[src/rtl/ldpc_dec_sched_pkg.sv]
// Shared types and helpers for the LDPC engine frame scheduler.
package ldpc_dec_sched_pkg;

  localparam int cMAX_ENGINE = 8;
  localparam int cMAX_ENG_W  = $clog2(cMAX_ENGINE);

  // Sized for the largest engine count; modules cast to their own index width.
  typedef logic [cMAX_ENG_W-1:0] eng_idx_t;

  typedef enum logic [1:0] {cI_IDLE, cI_PICK, cI_XFER} istate_t;
  typedef enum logic [1:0] {cO_IDLE, cO_WAIT, cO_READ, cO_REL} ostate_t;

  function automatic logic [cMAX_ENGINE-1:0] onehot(input eng_idx_t idx);
    onehot      = '0;
    onehot[idx] = 1'b1;
  endfunction

endpackage

[src/rtl/ldpc_dec_sched_fifo.sv]
// Order FIFO holding engine indices in dispatch order; count register gives full/empty.
module ldpc_dec_sched_fifo #(
  parameter int pDEPTH = 4,
  parameter int pW     = 2
) (
  input  logic          clk,
  input  logic          rst_n,
  input  logic          push,
  input  logic [pW-1:0] wdata,
  input  logic          pop,
  output logic [pW-1:0] top,
  output logic [pW:0]   count,
  output logic          full,
  output logic          empty
);

  logic [pW-1:0] mem [pDEPTH];
  logic [pW-1:0] wr_ptr;
  logic [pW-1:0] rd_ptr;

  function automatic logic [pW-1:0] ptr_inc(input logic [pW-1:0] p);
    ptr_inc = (p == pW'(pDEPTH - 1)) ? '0 : p + pW'(1);
  endfunction

  always_ff @(posedge clk) begin
    if (push) mem[wr_ptr] <= wdata;
  end

  always_ff @(posedge clk or negedge rst_n) begin
    if (!rst_n) begin
      wr_ptr <= '0;
      rd_ptr <= '0;
      count  <= '0;
    end else begin
      if (push) wr_ptr <= ptr_inc(wr_ptr);
      if (pop)  rd_ptr <= ptr_inc(rd_ptr);
      case ({push, pop})
        2'b10:   count <= count + (pW+1)'(1);
        2'b01:   count <= count - (pW+1)'(1);
        default: count <= count;
      endcase
    end
  end

  assign top   = mem[rd_ptr];
  assign full  = (count == (pW+1)'(pDEPTH));
  assign empty = (count == '0);

endmodule

[src/rtl/ldpc_dec_engine_sched.sv]
// Frame scheduler: dispatches upstream frames to free LDPC engines round-robin
// and hands decoded frames to a single reader strictly in dispatch order.
module ldpc_dec_engine_sched
  import ldpc_dec_sched_pkg::*;
#(
  parameter int pENGINE_NUM = 4,
  parameter int pENG_W      = $clog2(pENGINE_NUM)
) (
  input  logic                   iclk,
  input  logic                   ireset_n,
  input  logic                   iclkena,
  input  logic                   isop,
  input  logic                   ival,
  input  logic                   ieop,
  output logic                   ordy,
  input  logic [pENGINE_NUM-1:0] iengine_ibuf_full,
  output logic [pENGINE_NUM-1:0] oengine_wsel,
  input  logic [pENGINE_NUM-1:0] iengine_obuf_full,
  output logic [pENGINE_NUM-1:0] oengine_orelease,
  output logic [pENGINE_NUM-1:0] ordsel,
  output logic [pENG_W-1:0]      ordsel_idx,
  output logic                   ord_val,
  input  logic                   iread_done,
  output logic [pENG_W:0]        oinflight
);

  // state   | meaning
  // cI_IDLE | wait for room in the order FIFO
  // cI_PICK | search for a free engine from rr_ptr
  // cI_XFER | stream words to the chosen engine until eop
  // cO_IDLE | order FIFO empty
  // cO_WAIT | wait for the head engine's output buffer
  // cO_READ | reader owns the head engine's output buffer
  // cO_REL  | release the head buffer and pop it

  istate_t istate, istate_nxt;
  ostate_t ostate, ostate_nxt;

  logic [pENG_W-1:0]      rr_ptr;
  logic [pENGINE_NUM-1:0] busy;
  logic [pENG_W:0]        search;
  logic                   found;
  logic [pENG_W-1:0]      pick_idx;
  logic [pENGINE_NUM-1:0] pick_oh;
  logic [pENGINE_NUM-1:0] top_oh;
  logic                   push, pop;
  logic [pENG_W-1:0]      fifo_top;
  logic [pENG_W:0]        fifo_count;
  logic                   fifo_full, fifo_empty;

  // Frames are delimited by eop alone; start-of-frame carries no information here.
  logic sop_unused;
  assign sop_unused = isop;

  function automatic logic [pENG_W:0] rr_search(input logic [pENG_W-1:0]      ptr,
                                                input logic [pENGINE_NUM-1:0] avail);
    logic [pENG_W-1:0] idx;
    rr_search = '0;
    // Walk backwards so the last hit is the nearest engine at or after ptr.
    for (int i = pENGINE_NUM - 1; i >= 0; i--) begin
      idx = pENG_W'((int'(ptr) + i) % pENGINE_NUM);
      if (avail[idx]) rr_search = {1'b1, idx};
    end
  endfunction

  assign search   = rr_search(rr_ptr, ~(iengine_ibuf_full | busy));
  assign found    = search[pENG_W];
  assign pick_idx = search[pENG_W-1:0];
  assign pick_oh  = pENGINE_NUM'(onehot(eng_idx_t'(pick_idx)));
  assign top_oh   = pENGINE_NUM'(onehot(eng_idx_t'(fifo_top)));

  ldpc_dec_sched_fifo #(.pDEPTH(pENGINE_NUM), .pW(pENG_W)) u_fifo (
    .clk   (iclk),
    .rst_n (ireset_n),
    .push  (push),
    .wdata (pick_idx),
    .pop   (pop),
    .top   (fifo_top),
    .count (fifo_count),
    .full  (fifo_full),
    .empty (fifo_empty)
  );

  assign oinflight = fifo_count;

  always_comb begin
    istate_nxt = istate;
    push       = 1'b0;
    case (istate)
      cI_IDLE: if (!fifo_full) istate_nxt = cI_PICK;
      cI_PICK: if (found) begin
        istate_nxt = cI_XFER;
        push       = iclkena;
      end
      cI_XFER: if (ival && ieop) istate_nxt = cI_IDLE;
      default: istate_nxt = cI_IDLE;
    endcase
  end

  always_ff @(posedge iclk or negedge ireset_n) begin
    if (!ireset_n) begin
      istate       <= cI_IDLE;
      rr_ptr       <= '0;
      busy         <= '0;
      ordy         <= 1'b0;
      oengine_wsel <= '0;
    end else if (iclkena) begin
      istate <= istate_nxt;
      // Pop clears the head's bit; the head is busy so it can never equal pick_idx.
      busy   <= (busy & ~(pop ? top_oh : '0)) | (push ? pick_oh : '0);
      if (push) begin
        rr_ptr       <= (pick_idx == pENG_W'(pENGINE_NUM - 1)) ? '0 : pick_idx + pENG_W'(1);
        ordy         <= 1'b1;
        oengine_wsel <= pick_oh;
      end else if (istate == cI_XFER && ival && ieop) begin
        ordy         <= 1'b0;
        oengine_wsel <= '0;
      end
    end
  end

  always_comb begin
    ostate_nxt = ostate;
    pop        = 1'b0;
    case (ostate)
      cO_IDLE: if (!fifo_empty) ostate_nxt = cO_WAIT;
      cO_WAIT: if (iengine_obuf_full[fifo_top]) ostate_nxt = cO_READ;
      cO_READ: if (iread_done) ostate_nxt = cO_REL;
      cO_REL: begin
        pop        = iclkena;
        ostate_nxt = (fifo_count > (pENG_W+1)'(1) || push) ? cO_WAIT : cO_IDLE;
      end
      default: ostate_nxt = cO_IDLE;
    endcase
  end

  always_ff @(posedge iclk or negedge ireset_n) begin
    if (!ireset_n) begin
      ostate           <= cO_IDLE;
      ord_val          <= 1'b0;
      ordsel           <= '0;
      ordsel_idx       <= '0;
      oengine_orelease <= '0;
    end else if (iclkena) begin
      ostate           <= ostate_nxt;
      oengine_orelease <= '0;
      if (ostate == cO_WAIT && ostate_nxt == cO_READ) begin
        ord_val    <= 1'b1;
        ordsel     <= top_oh;
        ordsel_idx <= fifo_top;
      end else if (ostate == cO_READ && ostate_nxt == cO_REL) begin
        ord_val          <= 1'b0;
        ordsel           <= '0;
        ordsel_idx       <= '0;
        oengine_orelease <= top_oh;
      end
    end
  end

endmodule

[config.mk]
export PLATFORM = sky130hd
export DESIGN_NAME = ldpc_dec_engine_sched
export DESIGN_NICKNAME = d
export VERILOG_FILES = /design/src/rtl/ldpc_dec_sched_pkg.sv /design/src/rtl/ldpc_dec_sched_fifo.sv /design/src/rtl/ldpc_dec_engine_sched.sv
export SDC_FILE = /design/constraint.sdc
export NUM_CORES = 1
export LEC_CHECK = 0
export ABC_AREA = 1
export BUFFER_PORTS_ARGS = -buffer_cell sky130_fd_sc_hd__buf_2
export CORE_AREA = 3 3 99 101
export DETAILED_ROUTE_END_ITERATION = 12
export DIE_AREA = 0 0 102 104
export MAX_ROUTING_LAYER = met4
export SETUP_SLACK_MARGIN = 0.05
export SLEW_MARGIN = 30
export SYNTH_ARGS = -nofsm -noshare
export SYNTH_HDL_FRONTEND = slang
export SYNTH_SLANG_ARGS = --single-unit
[constraint.sdc]
create_clock -name iclk -period 2.88 [get_ports iclk]
set_clock_uncertainty 0.05 [all_clocks]
set_input_delay 0.144 -clock iclk [delete_from_list [all_inputs] [get_ports iclk]]
set_output_delay 0.144 -clock iclk [all_outputs]
set_load 0.05 [all_outputs]
==> results by group <==
Worst setup path
  – WP data required: 3.04 ns
  – Crit Path Class: reg -> reg
  – Crit path launch type: flip-flop
  – R2R cell count: 12
  – CP max FO: 8
  – R2r setup slk: 0.52 ns
  – Crit path DAT: 2.52 ns
  – R2R Path Start: rr_ptr[0]
  – Crit path capture: rr_ptr[1]
  – Critical Path Start: rr_ptr[0]
  – Critical path endpoint category: flip-flop
  – R2R Path End: rr_ptr[1]

Route
  – Drt drc: 0
  – Routed Antenna Nets: 0
  – Routed via count: 1,794
  – Vias per cell: 4.33
  – Iter 0 DRT Violations: 57
  – Drt total wl: 4.73 mm
  – 1st-pass router iterations: 4
  – DR WL/cell: 11.4 um

Cells and area
  – Final core utilization: 29.3%
  – Antenna cells: 0
  – Share of cells above drive strength 1: 21.1%
  – Area Growth Syn to Fin: 18.6%
  – Most frequent cells in the layout: nand2_1 (61), inv_1 (37), dfrtp_1 (33)
  – Commonest non-fill, non-tap cell in the layout: nand2_1
  – Fill count: 987
  – Design area: 0.00267 sq mm
  – Final Net Count: 331

Clock tree
  – Clock transition at the registers of the reported paths: 0.08 ns
  – CTS sink count: 41
  – Inserted Clock Buffers: 5
  – Root buffer cell: clkbuf_8
  – Skew-Pair Late Insertion Delay: 0.29 ns
  – Post-CTS setup buffers: 0
  – CTS tree: yes
  – CTS Buffer Depth: 2
  – Htree depth: 2

Timing
  – RSZ-0062 raised after global routing: false
  – Number of max-slew violations in the final report: 0
  – Relative slew slack: 49.6%
  – Worst-Margin Slew: 0.757 ns
  – Fin crit period: 2.36 ns
  – Period utilization: 82.0%
  – F_max: 0.423 GHz
  – Final setup viols: 0
  – Setup TNS: 0 ns
  – Fin Hold WS: 0.146 ns
  – Fin. Hold Viols: 0

Min path
  – Worst hold path class: in -> reg

GRT
  – Global routing usage on met1: 12.5%
  – Gr busiest metal: met2
  – Initial antenna violation count: 0
  – Largest net degree at the start of global routing: 34
  – GRT Total Usage: 9.53%
  – GRT overflow: 0
  – First-pass GRT wire length: 7.97 mm
  – Number of global-route vias before repair: 1,714
  – M2 GR Usage: 14.7%
  – Met3 Track Usage GR: 2.08%

Synth
  – Seq/Total Area, Yosys: 47.3%
  – Mean Syn Cell Area: 8.47 sq um
  – Syn nets: 295
  – Post-synth cell types: 32
  – Synth warn: 0
  – Synth Instances: 266
  – Netlist Area Pre-Place: 0.00225 sq mm
  – Register bit total from synthesis: 41

Status
  – Status: complete, no violations

Power
  – Power Density: 1220 mW/mm^2
  – Worst VDD drop: 0.360 mV
  – Leak: 1.34 nW
  – Tot Pwr: 0.00327 W

Place
  – GP Congestion: 0.756
  – Placed cell areas: 0.00252 sq mm
  – PortBufs: 32
  – Hpwl dp: 3.69 mm

Run
  – Number of max-cap violations: 0

Floorplan
  – Row count: 35
  – Die Y: 104 um
  – Core Area: 0.00911 sq mm
  – Die area: 0.0106 sq mm
  – Die Width: 102 um
  – Initial core utilization: 24.7%
  – I/O pin count: 34
==> synth_stat cells, drive strengths merged <==
library cell	n	area, sq um
o211ai	1	7.51
o22ai	3	18.8
nand4	3	18.8
xnor2	2	17.5
a21oi	3	15.0
edfxtp	8	240
ha	14	175
a31oi	1	6.26
nand3	26	158
a22oi	1	7.51
nand3b	1	7.51
o41ai	1	8.76
buf	4	31.3
o21ai	31	159
nor3	1	5.00
nand2	71	302
o31ai	1	7.51
dfrtp	33	826
inv	43	164
nor2	17	68.8
xor2	1	8.76
==> state kept, by name, summed over array words and instances (netlist names) <==
name / count
oengine_wsel: 4
oengine_orelease: 4
u_fifo.rd_ptr: 2
istate: 2
rr_ptr: 2
u_fifo.wr_ptr: 2
u_fifo.count: 3
ordsel: 4
u_fifo.mem: 8
ord_val: 1
ordy: 1
ordsel_idx: 2
ostate: 2
busy: 4
==> cell families (layout without fill, tap and decap cells) <==
group / Yosys count / after routing / share of synthesized area [%]
xor gates and xnor gates: 3 / 3 / 1.17
adders and majority gates: 14 / 14 / 7.78
and+or+nand+nor: 119 / 119 / 24.8
DFF: 41 / 41 / 47.3
buffers and inverters: 47 / 84 / 8.67
AOI/OAI and AO/OA: 42 / 42 / 10.2
==> area by class of cell <==
| class | instances | area (sq um) | share of cell area, % |
|---|---|---|---|
| timing repair buffer | 33 | 170 | 6.37 |
| inverter | 43 | 164 | 6.14 |
| sequential | 41 | 1070 | 39.9 |
| clock inverter | 3 | 65.1 | 2.44 |
| multi-input combinational | 178 | 998 | 37.4 |
| tap | 111 | 139 | 5.20 |
| clock buffer | 5 | 68.8 | 2.58 |
==> how the worst min path moves through the flow <==
stage	depth (start not counted)	slack (ns)	endpoint	from
3_3_place_gp	1	0.22	ord_val	ireset_n
2_1_floorplan	0	-0.20	busy[0]	ireset_n
4_1_cts	2	0.13	ostate[1]	iclkena
3_5_place_dp	1	0.22	ord_val	ireset_n
6_report	2	0.15	ostate[1]	iclkena
5_1_grt	2	0.15	ostate[1]	iclkena
==> what timing repair did <==
item                      4_1_cts  5_1_grt
resized for setup               0        0
hold endpoints to repair       33        0
hold buffers                    1        0
==> power breakdown <==
| group | total [W] | switching (W) | leakage [nW] | internal [W] |
|---|---|---|---|---|
| Combinational | 0.00170 | 0.00121 | 0.782 | 0.000492 |
| Sequential | 0.00102 | 0.000180 | 0.485 | 0.000842 |
| Clock | 0.000544 | 0.000199 | 0.0681 | 0.000344 |
| Total | 0.00327 | 0.00159 | 1.34 | 0.00168 |
==> per-stage QoR <==
stage               instances  setup slack [ns]
floorplan                 266             0.740
global placement          405             0.314
detailed placement        405             0.243
CTS                       414             0.223
global route              414             0.251
finish                    414             0.518
==> metal layers <==
metal	share of wire [%]	wire length, um
met4	0.40	19
met2	46	2190
met5	0	0
met3	3.1	146
met1	50	2370
==> worst max-delay path, stage by stage, from the launching register on <==
cell	delay (ns)
dfrtp_1	0.49
inv_2	0.15
nand2_1	0.06
nand2_1	0.13
nand2_1	0.08
nand2_2	0.09
inv_2	0.04
nand2_1	0.05
nand2_1	0.04
o21ai_1	0.50
inv_1	0.14
ha_1	0.31
o21ai_0	0.15
(Power assumes the default switching activity.)
